File: config.mk
export PLATFORM = sky130hd
export DESIGN_NAME = btn_debounce
export DESIGN_NICKNAME = d
export VERILOG_FILES = /design/src/rtl/btn_pkg.sv /design/src/rtl/btn_debounce_sync2.sv /design/src/rtl/btn_debounce.sv
export SDC_FILE = /design/constraint.sdc
export NUM_CORES = 1
export LEC_CHECK = 0
export ABC_AREA = 0
export ABC_CLOCK_PERIOD_IN_PS = 2200
export CORE_MARGIN = 5
export CORE_UTILIZATION = 54
export DETAILED_ROUTE_END_ITERATION = 10
export PLACE_DENSITY = 0.75
export SYNTH_ARGS = -nofsm -noshare
export SYNTH_HDL_FRONTEND = slang
export SYNTH_HIERARCHICAL = 1
export SYNTH_SLANG_ARGS = --single-unit
File: constraint.sdc
create_clock -name clk_i -period 2.2 [get_ports clk_i]
set_clock_uncertainty 0.05 [all_clocks]
set_input_delay 0.55 -clock clk_i [delete_from_list [all_inputs] [get_ports clk_i]]
set_output_delay 0.55 -clock clk_i [all_outputs]
set_load 0.005 [all_outputs]
File: src/rtl/btn_pkg.sv
// Purpose : shared types and default parameters for the push-button conditioning block.
// Latency : n/a (package only).
// Backpressure: n/a; button events are fire-and-forget pulses.
package btn_pkg;

  // Debounce FSM states, 2-bit encoding.
  typedef enum logic [1:0] {
    ST_IDLE   = 2'd0,  // stable released
    ST_ARM    = 2'd1,  // candidate press, qualifying
    ST_HELD   = 2'd2,  // stable pressed
    ST_DISARM = 2'd3   // candidate release, qualifying
  } btn_state_e;

  localparam int unsigned DEF_DEBOUNCE_CYCLES = 16;
  localparam int unsigned DEF_CNT_W           = 24;
  localparam int unsigned DEF_REPEAT_EN       = 0;
  localparam int unsigned DEF_REPEAT_DELAY    = 8;
  localparam int unsigned DEF_REPEAT_PERIOD   = 4;

endpackage

File: src/rtl/btn_debounce_sync2.sv
// Purpose : two-flop synchronizer for an asynchronous single-bit input.
// Latency : 2 clk_i edges from input change to q_o.
// Backpressure: none; samples every cycle.
// Ports   : clk_i clock, rst_ni async active-low reset (flops clear to 0),
//           d_i asynchronous input, q_o synchronized output.
module sync2 (
  input  logic clk_i,
  input  logic rst_ni,
  input  logic d_i,
  output logic q_o
);

  logic s1_q;
  logic s2_q;

  always_ff @(posedge clk_i or negedge rst_ni) begin
    if (!rst_ni) begin
      s1_q <= 1'b0;
      s2_q <= 1'b0;
    end else begin
      s1_q <= d_i;
      s2_q <= s1_q;
    end
  end

  assign q_o = s2_q;

endmodule

File: src/rtl/btn_debounce.sv
// Purpose : debounce a raw push-button into a clean level, press/release pulses and a step pulse with optional auto-repeat.
// Latency : press/release pulse follows edge 2+DEBOUNCE_CYCLES after the first edge sampling the new input level.
// Backpressure: none; all outputs are single-cycle registered pulses or levels.
// Ports   : clk_i clock, rst_ni async active-low reset, btn_i raw button (async, active-high),
//           btn_level_o debounced level, press_o/release_o one-cycle event pulses,
//           step_o press OR repeat tick (drives the LFSR shift enable).
module btn_debounce
  import btn_pkg::*;
#(
  parameter int unsigned DEBOUNCE_CYCLES = DEF_DEBOUNCE_CYCLES,
  parameter int unsigned CNT_W           = DEF_CNT_W,
  parameter int unsigned REPEAT_EN       = DEF_REPEAT_EN,
  parameter int unsigned REPEAT_DELAY    = DEF_REPEAT_DELAY,
  parameter int unsigned REPEAT_PERIOD   = DEF_REPEAT_PERIOD
) (
  input  logic clk_i,
  input  logic rst_ni,
  input  logic btn_i,
  output logic btn_level_o,
  output logic press_o,
  output logic release_o,
  output logic step_o
);

  localparam logic [CNT_W-1:0] DB_LAST     = CNT_W'(DEBOUNCE_CYCLES - 1);
  localparam logic [CNT_W-1:0] DELAY_LAST  = CNT_W'(REPEAT_DELAY - 1);
  localparam logic [CNT_W-1:0] PERIOD_LAST = CNT_W'(REPEAT_PERIOD - 1);
  localparam logic             REP_ON      = (REPEAT_EN != 0);

  logic             btn_s;
  btn_state_e       state_q;
  logic [CNT_W-1:0] cnt_q;
  logic [CNT_W-1:0] rcnt_q;
  logic             phase_q;   // 0: waiting for first repeat, 1: periodic repeats
  logic             level_q;
  logic             press_q;
  logic             release_q;
  logic             step_q;
  logic             rep_hit;

  sync2 u_sync (
    .clk_i  (clk_i),
    .rst_ni (rst_ni),
    .d_i    (btn_i),
    .q_o    (btn_s)
  );

  // Phase flag picks which limit ends the current repeat interval.
  assign rep_hit = phase_q ? (rcnt_q == PERIOD_LAST) : (rcnt_q == DELAY_LAST);

  always_ff @(posedge clk_i or negedge rst_ni) begin
    if (!rst_ni) begin
      state_q   <= ST_IDLE;
      cnt_q     <= '0;
      rcnt_q    <= '0;
      phase_q   <= 1'b0;
      level_q   <= 1'b0;
      press_q   <= 1'b0;
      release_q <= 1'b0;
      step_q    <= 1'b0;
    end else begin
      press_q   <= 1'b0;
      release_q <= 1'b0;
      step_q    <= 1'b0;
      case (state_q)
        ST_IDLE: begin
          rcnt_q  <= '0;
          phase_q <= 1'b0;
          if (btn_s) begin
            state_q <= ST_ARM;
            cnt_q   <= '0;
          end
        end
        ST_ARM: begin
          // rcnt is held at zero here, which also gives the clear on entry to HELD.
          rcnt_q  <= '0;
          phase_q <= 1'b0;
          if (!btn_s) begin
            state_q <= ST_IDLE;
          end else if (cnt_q == DB_LAST) begin
            state_q <= ST_HELD;
            level_q <= 1'b1;
            press_q <= 1'b1;
            step_q  <= 1'b1;
          end else begin
            cnt_q <= cnt_q + CNT_W'(1);
          end
        end
        ST_HELD: begin
          if (!btn_s) begin
            state_q <= ST_DISARM;
            cnt_q   <= '0;
          end
          // The repeat schedule advances on every edge spent in HELD, so only
          // DISARM cycles push it back.
          if (rep_hit) begin
            rcnt_q  <= '0;
            phase_q <= 1'b1;
            step_q  <= REP_ON;
          end else begin
            rcnt_q <= rcnt_q + CNT_W'(1);
          end
        end
        ST_DISARM: begin
          // rcnt/phase frozen so a bounce on release resumes the schedule.
          if (btn_s) begin
            state_q <= ST_HELD;
          end else if (cnt_q == DB_LAST) begin
            state_q   <= ST_IDLE;
            level_q   <= 1'b0;
            release_q <= 1'b1;
          end else begin
            cnt_q <= cnt_q + CNT_W'(1);
          end
        end
        default: state_q <= ST_IDLE;
      endcase
    end
  end

  assign btn_level_o = level_q;
  assign press_o     = press_q;
  assign release_o   = release_q;
  assign step_o      = step_q;

endmodule

## Word level (Yosys, flattened, before mapping)

Index checks and enable logic that the tools add are counted.

- Output and inout bits: 4
- Memory bits (writable): 0
- Memories kept: 0
- Word-level logic and storage cells: 48
- Latch bits: 0
- ROM bits: 0
- Input bits: 3
- Bits in registers: 31

- Equality and inequality tests: 12
- Divide/modulo/power cells: 0
- $add $sub $neg: 1
- $mul: 0
- $lt $le $gt $ge: 0
- Reductions and logical operators: 5
- Mux-type cells: 23
- Bitwise operators: 0
- Shifts and indexed selects: 0

Operator list:

| cell | number |
|---|---|
| 2-to-1 mux 24 bit | 5 |
| case mux 24 bit (4 select lines) | 1 |
| adder 24 x 1 -> 24 bit (second input constant) | 1 |
| equality test 24 x 4 -> 1 bit (second input constant) | 1 |
| 2-to-1 mux 2 bit | 6 |
| 2-to-1 mux 1 bit | 9 |
| inequality test 2 bit (second input constant) | 4 |
| case mux 2 bit (4 select lines) | 1 |
| AND reduction 4 bit | 2 |
| AND reduction 5 bit | 1 |
| equality test 2 bit (second input constant) | 2 |
| inequality test 2 x 1 -> 1 bit (second input constant) | 2 |
| inequality test 3 x 2 -> 1 bit (second input constant) | 1 |
| inequality test 3 bit (second input constant) | 1 |
| equality test 2 x 1 -> 1 bit (second input constant) | 1 |
| zero test 2 bit | 1 |
| case mux 1 bit (2 select lines) | 1 |
| nonzero test 2 bit | 1 |

## Depth between registers and ports, before layout

- Depth in word-level cells: 4
- Mapped depth: 9
- Mapped depth without buffers: 6

## Cells and area by module

The synthesis kept the hierarchy.

By module, submodules not included:

| module | instances | area an instance (um^2) | seq. area each (um^2) | cells an instance |
|---|---|---|---|---|
| btn_debounce | 1 | 1732.9 | 725.7 | 194 |
| sync2 | 1 | 50.0 | 50.0 | 2 |

## Worst setup path before layout

No wires, ideal clock.

- Kind: flip-flop to flip-flop
- Start: reg cnt_q[0]
- End: reg cnt_q[12]
- Clock period less this slack: 2.010 ns
- Required time: 2.081 ns
- Setup time: 0.069 ns
- Cell stages (with the launch flop): 9
- Arrival time: 1.891 ns
- Path buffers: 2
- Slack: 0.190 ns
- Cells stage by stage: dfrtp_1 ha_1 and3_1 clkbuf_1 nand3_1 o21bai_1 buf_4 or4b_1 nand3_1

- Word-level cells in the longest chain between the ends: 4
- Elaborated cells on any way between the ends: 6
- Classes of those cells: add/sub: 1; eq/ne: 1; mux: 4

RTL lines:

| item | line | text |
|---|---|---|
| start, declared | btn_debounce.sv:32 | `logic [CNT_W-1:0] cnt_q;` |
| start signal, assigned | btn_debounce.sv:86 | `cnt_q <= cnt_q + CNT_W'(1);` |
| start signal, assigned | btn_debounce.sv:113 | `cnt_q <= cnt_q + CNT_W'(1);` |
| adder 24 x 1 -> 24 bit or equality test 24 x 4 -> 1 bit (tied branches) | -- |  |
| 2-to-1 mux 24 bit (*) | btn_debounce.sv:80, btn_debounce.sv:108 |  |
| 2-to-1 mux 24 bit, on equally long branches | btn_debounce.sv:106, btn_debounce.sv:78 |  |
| case mux 24 bit (4 select lines) (*) | btn_debounce.sv:65 | `case (state_q)` |

Mark *: on every way between the ends. The rest lies on a longest branch, timed or not. The select of a mux whose other input is x is not followed.
A chain may end at the register's enable or synchronous reset.

## Worst setup path in the final report

- Start: reg cnt_q[0]
- End: reg cnt_q[18]

Same word-level chain as after synthesis.

==> run_results.csv <==
group,metric,value,unit
synthesis,ys_seq_elements,31,
timing,tightestPinTransition,0.391,ns
pwr,seq_power_share,58.4,%
setup_path,worst-endpoint-arrival,2.23,ns
route,detail_route.drc_violations,0,
synthesis,syn_inst,196,
timing,report.final.setup_viol,0,
worst_hold_path,min-delay-path-class,"flop to flop",
floorplanning,core_area,3100,µm²
global_route,track_usage,20.3,%
synthesis,synth.avg_cell_area,9.10,µm²
cts,clock_path_buffers,2,
cts,htree_num_levels,2,
floorplanning,die_w,67.5,µm
job,drv_cap,0,
placement,placed_cell_areas,1920,µm²
floorplanning,dieArea,4550,µm²
placement,place_hpwl,2.87,mm
synthesis,synth_top_cells_by_area,"sky130_fd_sc_hd__dfrtp_1 44%, sky130_fd_sc_hd__nand2_1 6.5%, sky130_fd_sc_hd__nand3_1 4.5%",
route,detailed_route_via_count,1577,
synthesis,synth.yosys.warnings,6,
synthesis,synth-edff-count,0,
final_layout,final_nets,210,
timing,fin_setup_tns,0,ns
synthesis,sequential_element_share_of_the_synthesized_area,43.5,%
placement,placement.io_buffers,6,
timing,unrepaired_setup_endpoints_after_global_routing,"false",
setup_path,setup.worst_path.class,"flop to flop",
cts,cts_tree,"yes",
pwr,switching_power_as_a_share_of_total_power,26.0,%
pwr,peakVddDrop,0.348,mV
cts,cts-buffers-inserted,5,
synthesis,synth_top_area_share,43.5,%
cts,number_of_post_cts_setup_repair_buffers,0,
final_layout,ant_cells,0,
pwr,comb_power_share,9.1,%
route,drt-initial-drc-count,112,
setup_path,r2r_setup_slack,0.15,ns
global_route,antenna_found_initial,0,
global_route,first_global_vias,1515,
cts,clk_latency,0.33,ns
timing,fmax,488,MHz
timing,finalMaxSlewViolations,0,
synthesis,synth_async_sr_flop_share,100,%
pwr,power_density_over_the_cells,529,nW/µm²
setup_path,max_stage_delay,0.43,ns
synthesis,dominantRegCellSynth,"sky130_fd_sc_hd__dfrtp_1",
route,postRouteWirelength,4.05,mm
cts,number_of_buffers_added_to_fix_hold_violations_after_cts,0,
final_layout,layout.filler_cells,288,
global_route,grt_first_pass_wirelength,6.89,mm
floorplanning,floorplan.rows,20,
setup_path,critical_path.slowest_cell,"sky130_fd_sc_hd__dfrtp_1",
cts,ctsRootBufferMaster,"sky130_fd_sc_hd__clkbuf_4",
timing,finalHoldViolations,0,
placement,global_placement_routability_congestion,0.919,
synthesis,synth_area,1780,µm²
outcome,status,"complete, no violations",
global_route,grt_start_max_net_pins,38,
setup_path,path_cells,"ha_1 -> and3_1 -> buf_4 -> and3_2 -> nand4_1 -> mux2_2 -> a22o_1",
timing,finalCritPeriodShare,93.2,%
final_layout,mostFrequentLayoutCells,"31 x sky130_fd_sc_hd__nand2_1, 31 x sky130_fd_sc_hd__dfrtp_1, 16 x sky130_fd_sc_hd__nand3_1",
final_layout,layout.area.seq,776,µm²
setup_path,critPathLaunchType,"flop",
floorplanning,start_util,57.5,%
timing,period_minus_slack,2.05,ns
final_layout,final_layout_size_suffix_gt1_share,13.1,%
global_route,globalRoute.totalOverflow,0,
cts,cts_sinks,31,
route,drt.antenna.violating_nets,0,
setup_path,end_kind,"flop",
timing,max-slew-margin-rel,73.7,%
setup_path,worst_path_maximum_fanout,6,
floorplanning,die_h,67.5,µm
pwr,total_power,0.00105,W
pwr,total_switching_power,0.000273,W
pwr,clkPwrFrac,32.5,%
final_layout,multi_input_area,931,µm²
synthesis,synth.net_count,200,
final_layout,areaGrowthSynthToFinish,11.1,%
cts,path_clk_slew,0.09,ns
route,drt-vias-per-instance,6.31,
cts,ctsResizeCount,0,
setup_path,required,2.38,ns
route,drtPass1Iterations,4,
pwr,p_int,0.000775,W
synthesis,synthDistinctLibCells,42,
synthesis,synth_top_area_cell,"sky130_fd_sc_hd__dfrtp_1",
route,avgRoutedWirePerCell,16.2,µm
pwr,leakagePower,0.860,nW
floorplanning,total_i_o_pin_count,7,
final_layout,postLayoutCellArea,1980,µm²
[cell usage after synthesis, drive strengths merged (4+ instances only)]
library cell and n:
nand3b 4, buf 7, nor4b 5, nand2 31, o21ai 10, nor3 5, a22o 8, nand4 9
or4b 4, and3 4, nor2 12, nor4 5, o221ai 4, nand3 16, clkbuf 7, dfrtp 31
[kinds of logic after synthesis]
group / count (synthesis) / synth area share (%)
and+or+nand+nor: 109 / 34.7
AOI/OAI and AO/OA: 34 / 13.7
DFF: 31 / 43.5
buffers and inverters: 16 / 4.49
muxes: 4 / 2.39
xor gates and xnor gates: 1 / 0.491
adders and majority gates: 1 / 0.702
[worst max-delay path: cells and delay by family, from the launching register on]
family                   cells  cell delay (ns)
flip-flops                   1             0.43
AND/OR/NAND/NOR              3             0.55
adder cells (fa/ha/maj)      1             0.25
buffers and inverters        1             0.16
multiplexers                 1             0.34
AO/OA/AOI/OAI                1             0.18
[cell type report]
class | instances | share of cell area (%)
multi-input combinational | 149 | 47.0
tap | 44 | 2.78
sequential | 31 | 39.2
inverter | 2 | 0.379
clock inverter | 1 | 0.253
timing repair buffer | 17 | 7.83
clock buffer | 6 | 2.59
[metrics by stage]
| stage | std cells | hold WS (ns) | util [%] | worst slack, ns |
|---|---|---|---|---|
| after floorplan | 196 | 0.204 | - | 0.190 |
| after global placement | 243 | 0.284 | 62.0 | 0.204 |
| after detailed placement | 243 | 0.292 | 62.0 | 0.187 |
| after CTS | 250 | 0.313 | 63.8 | 0.140 |
| after global routing | 250 | 0.328 | 63.8 | 0.0264 |
| final | 250 | 0.310 | 63.8 | 0.150 |
[per-layer routing]
| metal | vias to the layer above | GRT usage (%) | part of all wire, % |
|---|---|---|---|
| li1 | 753 | - | - |
| met1 | 764 | 25.0 | 44 |
| met2 | 53 | 33.9 | 49 |
| met3 | 7 | 5.66 | 5.7 |
| met4 | 0 | 7.09 | 1.4 |
| met5 | - | 0 | 0 |
[path summary, 6_finish.rpt]
kind | startpoint | to | cells after the start
min in group asynchronous | rst_ni | cnt_q[13] | 2
worst min register to register | u_sync/s1_q | u_sync/q_o | 0
worst min-delay path | u_sync/s1_q | u_sync/q_o | 0
worst max-delay path | cnt_q[0] | cnt_q[18] | 7
worst max register to register | cnt_q[0] | cnt_q[18] | 7
max in group asynchronous | rst_ni | cnt_q[5] | 2
[flip-flops by register name, indices dropped and copies added, names as in the netlist, named ones only]
register,flops
step_o,1
u_sync/s1_q,1
btn_level_o,1
release_o,1
cnt_q,24
state_q,1
u_sync/q_o,1
[power by group through the flow]
stage	Clock [W]	Sequential, W	Combinational (W)
2_1_floorplan	0	0.000618	0.0000597
3_3_place_gp	0	0.000621	0.0000925
3_5_place_dp	0	0.000624	0.0000950
4_1_cts	0.000348	0.000612	0.0000956
5_1_grt	0.000383	0.000616	0.000105
6_report	0.000341	0.000612	0.0000949
Power figures use the tool's default switching activity.
